===== src/rtl/popcount_pkg.sv =====
// Shared constants and state encoding for the popcount pipeline stages.
// Used by popcount_frame_accum; the per-word count is 0..32 in a 6-bit field.
package popcount_pkg;

   localparam int POP_WORD_BITS = 32;
   localparam int POP_CNT_W     = 6;
   localparam logic [POP_CNT_W-1:0] POP_MAX_CNT = 6'd32;

   typedef enum logic {
      ACCUM  = 1'b0,
      RESULT = 1'b1
   } accum_state_e;

   // Out-of-range counts (33..63) are treated as a full word.
   function automatic logic [POP_CNT_W-1:0] clamp_cnt(input logic [POP_CNT_W-1:0] x);
      return (x > POP_MAX_CNT) ? POP_MAX_CNT : x;
   endfunction

endpackage


===== src/rtl/popcount_frame_accum.sv =====
// Sums per-word popcounts over a frame and presents total, word count and error on valid/ready.
// Optional per-frame maximum tracking is enabled with POPCOUNT_ACCUM_MAX_EN.
module popcount_frame_accum
   import popcount_pkg::*;
#(
   parameter int FRAME_LEN = 16,
   parameter int SUM_W     = 10,
   parameter int WCNT_W    = 9
) (
   input  logic              clk,
   input  logic              rst,
   input  logic              in_valid,
   output logic              in_ready,
   input  logic [5:0]        in_count,
   input  logic              in_last,
   output logic              out_valid,
   input  logic              out_ready,
   output logic [SUM_W-1:0]  out_sum,
   output logic [WCNT_W-1:0] out_words,
   output logic              out_err,
   output logic [5:0]        out_max
);

   // Handshake: a transfer occurs on a rising edge where valid && ready; the
   // producer holds its data while ready is low, and ready never depends on valid.
   accum_state_e state;

   logic [SUM_W-1:0]     sum_q;
   logic [WCNT_W-1:0]    words_q;
   logic                 err_q;
   logic                 accept;
   logic                 release_res;
   logic                 frame_end;
   logic [POP_CNT_W-1:0] cnt_c;
   logic [SUM_W-1:0]     sum_n;
   logic [WCNT_W-1:0]    words_n;
   logic                 err_n;

   assign in_ready    = (state == ACCUM);
   assign out_valid   = (state == RESULT);
   assign accept      = in_valid && in_ready;
   assign release_res = out_valid && out_ready;

   assign cnt_c     = clamp_cnt(in_count);
   assign sum_n     = sum_q + SUM_W'(cnt_c);
   assign words_n   = words_q + WCNT_W'(1);
   assign err_n     = err_q | (in_count > POP_MAX_CNT);
   assign frame_end = in_last || (words_n == WCNT_W'(FRAME_LEN));

   always_ff @(posedge clk) begin
      if (rst) begin
         state     <= ACCUM;
         sum_q     <= '0;
         words_q   <= '0;
         err_q     <= 1'b0;
         out_sum   <= '0;
         out_words <= '0;
         out_err   <= 1'b0;
      end else begin
         case (state)
            ACCUM: begin
               if (accept) begin
                  sum_q   <= sum_n;
                  words_q <= words_n;
                  err_q   <= err_n;
                  if (frame_end) begin
                     out_sum   <= sum_n;
                     out_words <= words_n;
                     out_err   <= err_n;
                     state     <= RESULT;
                  end
               end
            end
            RESULT: begin
               if (release_res) begin
                  sum_q   <= '0;
                  words_q <= '0;
                  err_q   <= 1'b0;
                  state   <= ACCUM;
               end
            end
            default: state <= ACCUM;
         endcase
      end
   end

`ifdef POPCOUNT_ACCUM_MAX_EN
   logic [POP_CNT_W-1:0] max_q;
   logic [POP_CNT_W-1:0] max_n;
   logic [POP_CNT_W-1:0] out_max_q;

   assign max_n   = (cnt_c > max_q) ? cnt_c : max_q;
   assign out_max = out_max_q;

   // Follows the same accept/frame-end/release events as the sum accumulator.
   always_ff @(posedge clk) begin
      if (rst) begin
         max_q     <= '0;
         out_max_q <= '0;
      end else if (accept) begin
         max_q <= max_n;
         if (frame_end) out_max_q <= max_n;
      end else if (release_res) begin
         max_q <= '0;
      end
   end
`else
   assign out_max = '0;
`endif

endmodule


===== config.mk =====
export PLATFORM = sky130hd
export DESIGN_NAME = popcount_frame_accum
export DESIGN_NICKNAME = d
export VERILOG_FILES = /design/src/rtl/popcount_pkg.sv /design/src/rtl/popcount_frame_accum.sv
export SDC_FILE = /design/constraint.sdc
export NUM_CORES = 1
export LEC_CHECK = 0
export CORE_MARGIN = 3
export CORE_UTILIZATION = 40
export DETAILED_ROUTE_END_ITERATION = 10
export PLACE_DENSITY = 0.65
export SLEW_MARGIN = 40
export SYNTH_ARGS = -nofsm -noshare
export SYNTH_HDL_FRONTEND = slang
export SYNTH_SLANG_ARGS = --single-unit

===== constraint.sdc =====
create_clock -name clk -period 2 [get_ports clk]
set_input_delay 0.2 -clock clk [delete_from_list [all_inputs] [get_ports clk]]
set_output_delay 0.2 -clock clk [all_outputs]
set_load 0.01 [all_outputs]

==> metrics.txt, run 1 <==
status finished clean; Placed Area 3080 µm²; largest net degree at the start of global routing 23; cell area after synthesis 2390 µm²; Avg Cell Area, Syn 8.64 µm²; Worst Hold Class reg -> reg; number of core rows 27; Ys Warns 0; hold_buf cts 0; Crit Path Class reg -> reg; critical path, cell by cell and3_4 -> mux2_4 -> o41a_1 -> buf_6 -> o21ai_2 -> a21oi_1; area share of the largest cell type after synthesis 34.3%; Max-Cap Viols 0; initial core utilization 42.4%; clk buf depth 2; critical path's top delay family compound AO/OA/AOI/OAI gates; worst path arrival time 2.13 ns; Tmin final 1.95 ns; clk_lat worst skew 0.30 ns; Buf/Inv on CP 1; final core utilization 62.0%; Worst path slowest cell o41a_1; Clk pin slew, worst setup/hold paths 0.08 ns; vias 2383; RSZ-0062 raised after global routing yes; Post-synth EDFFs 0; LEAKAGE 1.33 nW; Fmax achieved 0.512 GHz; Crit path largest cell delay 0.51 ns; top post-synthesis cells by area dfxtp_1 34%, a21oi_1 6.7%, ha_1 4.2%; first-pass GRT wire length 11000 µm; FFs w/ async S/R, synth 0%; Pwr Density 552 nW/µm²; setup_tns 0 ns; DRT antenna net count 0; Num CTS Buffers 5; Fin Clk Skew 0.00815 ns; core area 5640 µm²; Final nets 376; DRC 0; Root Buffer clkbuf_8; Post-DP HPWL 4530 µm; Worst Setup End Kind flop; vias in the first global route 2304; Distinct cells, synth 59; RD Place Congestion 0.853; drt wl/cell 16.0 µm; initial drt markers 84; DRT Pass-1 Iters 4; DIE AREA 6940 µm²; DR vias/cell 5.58; Chip Width 83.3 µm; final hold viol count 0; Seq/Total Area, Yosys 34.3%; met2 Use GR 32.4%; final WL 6850 µm; Die Ht 83.3 µm; I/O pins 39; ys flop type dfxtp_1; Synth Register Bits 41; fin crit share 97.7%; met1 usage 24.1%; CTS tree built; global route hottest layer met2; GR Overflow Total 0; Syn Inst Count 277; Final setup viols 0; clock sinks 41; biggest area consumer among synthesized cells dfxtp_1; VDD IR-drop max 0.419 mV; cell area after layout 3500 µm²; GR Util met3 4.66%; deepest level of the CTS H-tree 2; CP startpoint kind flop; required time of the critical path 2.18 ns; GRT Total Usage 19.3%; fraction of layout cells with a size suffix above 1 33.5%; critical path fanouts, max 7; area grow syn2layout 46.2%; initial antenna violation count 0; Pins Over Slew Limit 0; antenna diode count 0; Port Buffers 32
-- cell families after synthesis --
| logic type | after synthesis | share of synthesized area, % |
|---|---|---|
| AO/OA/AOI/OAI | 101 | 30.2 |
| buffers and inverters | 32 | 7.22 |
| other | 1 | 0.157 |
| adder cells (fa/ha/maj) | 9 | 5.02 |
| multiplexers | 2 | 1.05 |
| XOR/XNOR | 12 | 4.39 |
| flip-flops | 41 | 34.3 |
| AND/OR/NAND/NOR | 79 | 17.7 |
-- tightest hold or removal path: cells and delay by family, from the launching register on --
family / cells / cell delay (ns)
flops: 1 / 0.32
compound gates: 2 / 0.10
-- state kept, by name (all words and copies together) (netlist names) --
register	count
err_q	1
out_valid	1
sum_q	10
out_sum	10
out_words	9
out_err	1
words_q	9
-- cell type report --
cell class,instances,area [µm²]
Clock buffer,5,68.8
Multi-Input combinational cell,209,1640
Inverter,9,33.8
Clock inverter,1,5.00
Tap cell,72,90.1
Sequential cell,41,835
Fill cell,495,2140
Timing Repair Buffer,90,823
-- per-stage QoR --
step,setup slack (ns),total power [mW],hold WS (ns),std cells
5_1_grt,-0.0217,2.03,0.498,427
3_3_place_gp,-0.432,1.33,0.456,411
2_1_floorplan,0.00208,1.14,0.370,282
3_5_place_dp,-0.488,1.34,0.466,411
6_report,0.0469,1.93,0.469,427
4_1_cts,-0.0148,1.89,0.477,421
-- routing by layer --
metal	share of wire (%)	wire length, µm
met1	46	3130
met2	48	3310
met3	3.9	264
met4	2.1	144
met5	0	0
-- cell usage in the layout (no fill, tap or decap), types with 3 or more instances in the layout --
master	count
ha_4	6
conb_1	6
o21ai_2	5
dfxtp_1	34
a211oi_2	6
a21oi_1	30
nor2b_4	4
nor3_1	8
nor2_1	18
xor2_1	4
dfxtp_2	5
buf_4	48
clkdlybuf4s50_1	28
nand2b_1	3
a22oi_1	9
nand3_1	8
a211oi_1	4
nand4_1	3
a21oi_2	5
or4_1	4
inv_1	9
xnor2_1	8
buf_12	4
o21ai_0	12
clkbuf_8	5
o21a_1	5
nand2_1	11
or3_1	3
buf_6	6
-- final timing paths --
check	to	depth (start not counted)	slack, ns	from
max reg2reg	out_sum[0]	6	0.05	words_q[0]
min reg2reg	out_sum[4]	2	0.47	out_sum[4]
min	out_sum[4]	2	0.47	out_sum[4]
max	out_sum[0]	6	0.05	words_q[0]
-- cell usage after synthesis, types with 8 or more instances --
cell type / count
o21ai_0: 20
inv_1: 9
a21oi_1: 32
clkbuf_1: 10
dfxtp_1: 41
nor2_1: 18
xnor2_1: 8
a22oi_1: 9
nand3_1: 10
nand2_1: 11
ha_1: 8
nor3_1: 9
-- power breakdown --
group          internal (mW)  switching [mW]
clock network          0.230           0.294
registers              0.856          0.0343
logic                  0.263           0.254
-- timing repair --
| action | in CTS | in global routing |
|---|---|---|
| gates resized for setup | 33 | 35 |
| pin swaps | 15 | 31 |
| endpoints found under the setup margin | 18 | 23 |
| buffers inserted | 5 | 6 |
Note: power is estimated with default switching activity, not from simulation.
==> inputs of run 2 (changes only) <==
Settings changed: CAP_MARGIN set to 20.
==> results of run 2 <==
Final layout, timing and power as in run 1 (identical DEF).
==> inputs of run 3 (changes only) <==
Settings changed: HOLD_SLACK_MARGIN set to 0.15.
==> results of run 3 <==
Final layout, timing and power as in run 1 (identical DEF).
